**config.mk**
```make
export PLATFORM = sky130hd
export DESIGN_NAME = fpro_bus_master_flat
export DESIGN_NICKNAME = d
export VERILOG_FILES = /design/src/rtl/fpro_bus_master_if.sv /design/src/rtl/fpro_bus_master.sv /design/src/flat_wrapper.sv
export SDC_FILE = /design/constraint.sdc
export NUM_CORES = 1
export LEC_CHECK = 0
export CAP_MARGIN = 20
export CORE_AREA = 2 2 199 201
export CTS_CLUSTER_DIAMETER = 30
export CTS_CLUSTER_SIZE = 12
export DETAILED_ROUTE_END_ITERATION = 8
export DIE_AREA = 0 0 201 203
export HOLD_SLACK_MARGIN = 0.1
export PLACE_DENSITY = 0.77
export SLEW_MARGIN = 10
export SYNTH_ARGS = -nofsm -noshare
export SYNTH_HDL_FRONTEND = slang
export SYNTH_SLANG_ARGS = --single-unit
```
**constraint.sdc**
```tcl
create_clock -name clk -period 10.75 [get_ports clk]
set_input_delay 1.6125 -clock clk [delete_from_list [all_inputs] [get_ports clk]]
set_output_delay 1.6125 -clock clk [all_outputs]
set_load 0.005 [all_outputs]
```
**src/rtl/fpro_bus_master_if.sv**
```systemverilog
// Command, response and FPro MMIO bus signals of the bus master, grouped as one bundle.
interface fpro_bus_master_if;
  // Valid/ready: a command (or response) transfers on a clock edge where both
  // valid and ready are high. The offering side holds valid and its payload
  // stable until that edge; ready may be high before valid rises.
  logic        cmd_valid;
  logic        cmd_ready;
  logic        cmd_write;
  logic [20:0] cmd_addr;
  logic [31:0] cmd_wdata;

  logic        rsp_valid;
  logic        rsp_ready;
  logic [31:0] rsp_data;
  logic [20:0] rsp_addr;

  logic        mmio_cs;
  logic        mmio_wr;
  logic        mmio_rd;
  logic [20:0] mmio_addr;
  logic [31:0] mmio_wr_data;
  logic [31:0] mmio_rd_data;

  modport master (
    input  cmd_valid, cmd_write, cmd_addr, cmd_wdata,
    output cmd_ready,
    output rsp_valid, rsp_data, rsp_addr,
    input  rsp_ready,
    output mmio_cs, mmio_wr, mmio_rd, mmio_addr, mmio_wr_data,
    input  mmio_rd_data
  );

  modport slave (
    output cmd_valid, cmd_write, cmd_addr, cmd_wdata,
    input  cmd_ready,
    input  rsp_valid, rsp_data, rsp_addr,
    output rsp_ready,
    input  mmio_cs, mmio_wr, mmio_rd, mmio_addr, mmio_wr_data,
    output mmio_rd_data
  );
endinterface

```
**src/rtl/fpro_bus_master.sv**
```systemverilog
// FPro MMIO initiator: buffers read/write commands in a FIFO, issues them as
// single-cycle bus strobes in order, and returns read data on a response port.
module fpro_bus_master #(
  parameter int CMD_DEPTH_BIT = 3,
  parameter int RD_LAT        = 0
) (
  input  logic                   clk,
  input  logic                   reset,
  fpro_bus_master_if.master      bus,
  output logic                   busy,
  output logic [CMD_DEPTH_BIT:0] cmd_count,
  output logic [1:0]             dbg_state
);

  localparam int DEPTH = 1 << CMD_DEPTH_BIT;
  localparam logic [CMD_DEPTH_BIT:0] DEPTH_CNT = (CMD_DEPTH_BIT+1)'(DEPTH);

  typedef enum logic [1:0] {IDLE = 2'd0, RD_WAIT = 2'd1, RSP = 2'd2} state_t;

  state_t state, state_next;

  logic [53:0]              fifo_mem [DEPTH];
  logic [CMD_DEPTH_BIT-1:0] wr_ptr, rd_ptr;
  logic [CMD_DEPTH_BIT:0]   count;
  logic                     full, empty, push, pop, capture;
  logic                     head_write;
  logic [20:0]              head_addr;
  logic [31:0]              head_wdata;

  logic        cs_q, wr_q, rd_q;
  logic [20:0] addr_q;
  logic [31:0] wdata_q;
  logic [31:0] rsp_data_q;
  logic [20:0] rsp_addr_q;
  logic [1:0]  lat_cnt;

  assign full  = (count == DEPTH_CNT);
  assign empty = (count == '0);
  assign push  = bus.cmd_valid && !full;
  assign {head_write, head_addr, head_wdata} = fifo_mem[rd_ptr];

  // Storage carries no reset; occupancy and pointers define what is valid.
  always_ff @(posedge clk) begin
    if (push) fifo_mem[wr_ptr] <= {bus.cmd_write, bus.cmd_addr, bus.cmd_wdata};
  end

  always_ff @(posedge clk) begin
    if (reset) begin
      wr_ptr <= '0;
      rd_ptr <= '0;
      count  <= '0;
    end else begin
      if (push) wr_ptr <= wr_ptr + CMD_DEPTH_BIT'(1);
      if (pop)  rd_ptr <= rd_ptr + CMD_DEPTH_BIT'(1);
      if (push && !pop)      count <= count + (CMD_DEPTH_BIT+1)'(1);
      else if (pop && !push) count <= count - (CMD_DEPTH_BIT+1)'(1);
    end
  end

  always_ff @(posedge clk) begin
    if (reset) state <= IDLE;
    else       state <= state_next;
  end

  always_comb begin
    state_next = state;
    case (state)
      IDLE:    if (!empty && !head_write) state_next = RD_WAIT;
      RD_WAIT: if (lat_cnt == 2'd0) state_next = RSP;
      RSP:     if (bus.rsp_ready) state_next = (!empty && !head_write) ? RD_WAIT : IDLE;
      default: state_next = IDLE;
    endcase
  end

  // The next command may be popped in the same cycle the response is accepted.
  always_comb begin
    pop     = 1'b0;
    capture = 1'b0;
    case (state)
      IDLE:    pop     = !empty;
      RD_WAIT: capture = (lat_cnt == 2'd0);
      RSP:     pop     = bus.rsp_ready && !empty;
      default: ;
    endcase
  end

  always_ff @(posedge clk) begin
    if (reset) begin
      cs_q       <= 1'b0;
      wr_q       <= 1'b0;
      rd_q       <= 1'b0;
      addr_q     <= '0;
      wdata_q    <= '0;
      rsp_data_q <= '0;
      rsp_addr_q <= '0;
      lat_cnt    <= '0;
    end else begin
      cs_q <= pop;
      wr_q <= pop && head_write;
      rd_q <= pop && !head_write;
      if (pop) begin
        addr_q  <= head_addr;
        lat_cnt <= 2'(RD_LAT);
        if (head_write) wdata_q <= head_wdata;
      end else if (state == RD_WAIT && lat_cnt != 2'd0) begin
        lat_cnt <= lat_cnt - 2'd1;
      end
      if (capture) begin
        rsp_data_q <= bus.mmio_rd_data;
        rsp_addr_q <= addr_q;
      end
    end
  end

  assign bus.cmd_ready    = !full;
  assign bus.rsp_valid    = (state == RSP);
  assign bus.rsp_data     = rsp_data_q;
  assign bus.rsp_addr     = rsp_addr_q;
  assign bus.mmio_cs      = cs_q;
  assign bus.mmio_wr      = wr_q;
  assign bus.mmio_rd      = rd_q;
  assign bus.mmio_addr    = addr_q;
  assign bus.mmio_wr_data = wdata_q;

  assign busy      = (count != '0) || cs_q || (state != IDLE);
  assign cmd_count = count;
  assign dbg_state = state;

endmodule

```
**src/flat_wrapper.sv**
```systemverilog
// flat-port wrapper written by rule: the top's interface ports become plain ports
module fpro_bus_master_flat 
#(
  parameter int CMD_DEPTH_BIT = 3,
  parameter int RD_LAT        = 0
)
  (clk, reset, busy, cmd_count, dbg_state, bus_cmd_valid, bus_cmd_write, bus_cmd_addr, bus_cmd_wdata, bus_cmd_ready, bus_rsp_valid, bus_rsp_data, bus_rsp_addr, bus_rsp_ready, bus_mmio_cs, bus_mmio_wr, bus_mmio_rd, bus_mmio_addr, bus_mmio_wr_data, bus_mmio_rd_data);
  fpro_bus_master_if bus_i ();
  input  logic clk;
  input  logic reset;
  output logic busy;
  output logic [CMD_DEPTH_BIT:0] cmd_count;
  output logic [1:0] dbg_state;
  input wire logic [$bits(bus_i.cmd_valid)-1:0] bus_cmd_valid;
  input wire logic [$bits(bus_i.cmd_write)-1:0] bus_cmd_write;
  input wire logic [$bits(bus_i.cmd_addr)-1:0] bus_cmd_addr;
  input wire logic [$bits(bus_i.cmd_wdata)-1:0] bus_cmd_wdata;
  output wire logic [$bits(bus_i.cmd_ready)-1:0] bus_cmd_ready;
  output wire logic [$bits(bus_i.rsp_valid)-1:0] bus_rsp_valid;
  output wire logic [$bits(bus_i.rsp_data)-1:0] bus_rsp_data;
  output wire logic [$bits(bus_i.rsp_addr)-1:0] bus_rsp_addr;
  input wire logic [$bits(bus_i.rsp_ready)-1:0] bus_rsp_ready;
  output wire logic [$bits(bus_i.mmio_cs)-1:0] bus_mmio_cs;
  output wire logic [$bits(bus_i.mmio_wr)-1:0] bus_mmio_wr;
  output wire logic [$bits(bus_i.mmio_rd)-1:0] bus_mmio_rd;
  output wire logic [$bits(bus_i.mmio_addr)-1:0] bus_mmio_addr;
  output wire logic [$bits(bus_i.mmio_wr_data)-1:0] bus_mmio_wr_data;
  input wire logic [$bits(bus_i.mmio_rd_data)-1:0] bus_mmio_rd_data;
  assign bus_i.cmd_valid = bus_cmd_valid;
  assign bus_i.cmd_write = bus_cmd_write;
  assign bus_i.cmd_addr = bus_cmd_addr;
  assign bus_i.cmd_wdata = bus_cmd_wdata;
  assign bus_cmd_ready = bus_i.cmd_ready;
  assign bus_rsp_valid = bus_i.rsp_valid;
  assign bus_rsp_data = bus_i.rsp_data;
  assign bus_rsp_addr = bus_i.rsp_addr;
  assign bus_i.rsp_ready = bus_rsp_ready;
  assign bus_mmio_cs = bus_i.mmio_cs;
  assign bus_mmio_wr = bus_i.mmio_wr;
  assign bus_mmio_rd = bus_i.mmio_rd;
  assign bus_mmio_addr = bus_i.mmio_addr;
  assign bus_mmio_wr_data = bus_i.mmio_wr_data;
  assign bus_i.mmio_rd_data = bus_mmio_rd_data;
  fpro_bus_master #(.CMD_DEPTH_BIT(CMD_DEPTH_BIT), .RD_LAT(RD_LAT)) u_core (.clk(clk), .reset(reset), .bus(bus_i), .busy(busy), .cmd_count(cmd_count), .dbg_state(dbg_state));
endmodule
```
==> metrics.txt <==
I/O pin total=208; ys async rst share=0%; via count=11.4k; Post-CTS Repair Setup Buffers=0; delay of the slowest critical-path stage=0.79 ns; worst path cell trace=or4b_2 > clkdlybuf4s50_1; Distinct cells, synth=40; period utilization=36.4%; maximum vdd drop=0.000150 V; violation count after the first detailed-routing iteration=940; Post-Place Cells=1827; initial core utilization=between 50% and 60%; post-placement setup slack=about 6.5 ns; Metal-1 WL=18.2 mm; DRT Pass-1 Iters=5; most frequent cells after synthesis=edfxtp_1 (432), dfxtp_1 (126), nand2_1 (111); Core ar.=0.0385 mm2; FF-to-FF End=u_core.bus.mmio_wr_data[16]; Highest Signal Layer=met5; Setup TNS Final=0 ns; Avg Inst Size Synth=18.2 um2; P&R area growth vs syn=28.0%; DR vias/cell=5.67; cell leakage power=8.92 nW; clock power share=41.3%; top-count cell post-synth=edfxtp_1; Worst Reg-to-Reg Cells=6; f_max=256 MHz; Critical Path Start Type=flop; Power per Cell Area=275 mW/mm2; IO buf count=207; NumNets Final=1503; CTS tree=built; power share of the combinational group=21.2%; sequential-to-total area share from yosys stat=73.8%; Setup crit end kind=output port; Die Width=201 um; CP max-delay cell=or4b_2; DIE AREA=0.0408 mm2; cts hold-fix bufs=0; worst rel slew slack=32.3%; share of layout cells above drive strength 1=~22%; gr usage total=23.1%; RD Place Congestion=0.828; initial antenna violation count=6; # resized after CTS=0; Worst-Skew Late Latency=0.62 ns; Psw=around 0.0020 W; Worst Path Arrival=around 2.3 ns; wire length per cell=23.2 um; met2 WL=24.2 mm; RSZ-0062 raised after global routing=no; Routed WL=46.6 mm; pin count of the biggest net entering global routing=73; Synth top area share=~62%; Synth Warn #=0; sequential power share=37.5%; number of flops mapped to enable cells by yosys=432; MaxCap Viol Count=0; vias in the first global route=12.1k; status=complete, no violations; clk_skew=approximately 0.027 ns; post-synthesis cell count=about 1.2k; WHS=between 0.4 and 0.5 ns; Max Slew Vio Count=0; FF+latch count, synth=558; hold path cells=2; HP Class=flop to flop; CTS Buf Count=94; Die Ht=203 um; final setup violation count=0; Worst-path clk slew=0.05 ns; min-delay src=u_core.bus.rsp_data[0]; WL met3=3.16 mm; Post-DRT Antenna Nets=0; Finished Layout Cells=2010; Synth area leader=edfxtp_1; Worst Hold End=u_core.bus.rsp_data[0]; final setup margin=around 6.8 ns; Crit Path Class=flop to output port; reg-to-reg slack, setup=7.27 ns; Longest Clk Path Bufs=3; actual slew at the worst max-slew pin=1.02 ns; H-tree level count=3; Power Internal=0.00542 W; prevailing post-synth register cell=edfxtp_1; Synth area leaders=edfxtp_1 (62%), dfxtp_1 (12%), mux4_2 (11%); GR Overflow Total=0; Detailed Place HPWL=between 20 and 25 mm; CP Max Fanout=6; WP data required=9.14 ns; first-pass GRT wire length=71.2 mm; DRC violations left=0; Final Hold Violating Endpoints=0; Rows=72; number of fill cells=between 2k and 2.5k; Switching Share=26.6%; CTS sink count=about 560; min Tclk post-route=about 3.9 ns; clk root buf=clkbuf_16; synthesized area=0.0210 mm2; syn nets=1251
[kinds of logic (layout without fill, tap and decap cells)]
family | count (synthesis) | count (layout) | share of synthesized area, %
buffers and inverters | 75 | 409 | 1.72
other | 0 | 4 | 0
xor gates and xnor gates | 7 | 7 | 0.292
and+or+nand+nor | 224 | 224 | 4.79
muxes | 199 | 199 | 16.5
AOI/OAI and AO/OA | 84 | 84 | 2.43
DFF | 558 | 558 | 73.8
adders and majority gates | 7 | 7 | 0.453
[worst max-delay path: cells and delay by family, from the launching register on]
kind / cells / cell delay, ns
AND/OR/NAND/NOR: 1 / 0.79
buffers and inverters: 1 / 0.51
flip-flops: 1 / 0.38
[how the worst max path moves through the flow]
| stage | from | endpoint | slack (ns) | depth (start not counted) |
|---|---|---|---|---|
| after global routing | u_core.cmd_count[0] | bus_cmd_ready | 6.79 | 2 |
| after detailed placement | bus_rsp_ready | u_core.cmd_count[3] | 6.54 | 11 |
| after CTS | u_core.cmd_count[0] | bus_cmd_ready | 6.83 | 2 |
| final | u_core.cmd_count[0] | bus_cmd_ready | 6.84 | 2 |
| after global placement | bus_cmd_valid | u_core.fifo_mem[5][24] | 6.58 | 4 |
| after floorplan | bus_cmd_valid | u_core.fifo_mem[0][0] | 3.26 | 2 |
[power by group through the flow]
stage | Clock (W) | Combinational, W | Sequential [W]
after detailed placement | 0 | 0.00155 | 0.00280
after CTS | 0.00308 | 0.00158 | 0.00277
final | 0.00305 | 0.00157 | 0.00277
after global placement | 0 | 0.00151 | 0.00280
after floorplan | 0 | 0.00109 | 0.00271
after global routing | 0.00318 | 0.00169 | 0.00280
[state kept, by name, indices dropped and copies added, names as in the netlist, named ones only]
| signal | flops |
|---|---|
| u_core.bus.mmio_addr | 21 |
| u_core.bus.mmio_cs | 1 |
| u_core.bus.mmio_rd | 1 |
| u_core.bus.mmio_wr | 1 |
| u_core.bus.mmio_wr_data | 32 |
| u_core.bus.rsp_addr | 21 |
| u_core.bus.rsp_data | 32 |
| u_core.cmd_count | 4 |
| u_core.dbg_state | 2 |
| u_core.fifo_mem | 432 |
| u_core.lat_cnt | 2 |
| u_core.rd_ptr | 3 |
| u_core.wr_ptr | 3 |
[final cells by class]
type / count / area [um2] / share of cell area, %
inverters: 7 / 26.3 / 0.0977
clock inverters: 64 / 773 / 2.88
multi-input cells: 521 / 5200 / 19.3
diodes: 4 / 10.0 / 0.0372
well taps: 518 / 648 / 2.41
flip-flops and latches: 558 / 15500 / 57.7
repair buffers: 224 / 2210 / 8.22
clock buffers: 114 / 2510 / 9.33
[metrics by stage]
stage | utilization [%] | area, um2 | total power [W]
4_1_cts | 69.8 | 26900 | 0.00744
2_1_floorplan | - | 21000 | 0.00380
3_5_place_dp | 61.3 | 23600 | 0.00435
6_report | 69.9 | 26900 | 0.00739
5_1_grt | 69.9 | 26900 | 0.00766
3_3_place_gp | 61.3 | 23600 | 0.00431
[metal layers]
metal  track usage [%]  vias up
li1                  -     5002
met1              29.0     5840
met2              39.9      467
met3              4.91       81
met4              8.97        2
met5                 0        -
[cell usage in the layout (no fill, tap or decap), drive strengths merged]
cell / n
dfxtp: 126
nor4b: 1
clkdlybuf4s50: 206
a22o: 1
o21ai: 1
and3b: 1
mux4: 106
nand2b: 5
o22ai: 1
buf: 18
nand2: 111
nor4: 2
a21oi: 58
xnor2: 4
nor2: 53
nor3: 8
clkinvlp: 14
xor2: 3
ha: 6
nor2b: 36
fa: 1
bufinv: 13
nand3: 3
clkinv: 27
clkbuf: 114
nor3b: 1
mux2: 35
a21o: 1
inv: 17
or4b: 1
o2bb2ai: 21
a2111oi: 1
edfxtp: 432
diode: 4
mux2i: 58
nand3b: 1
or3: 1
Power figures use the tool's default switching activity.
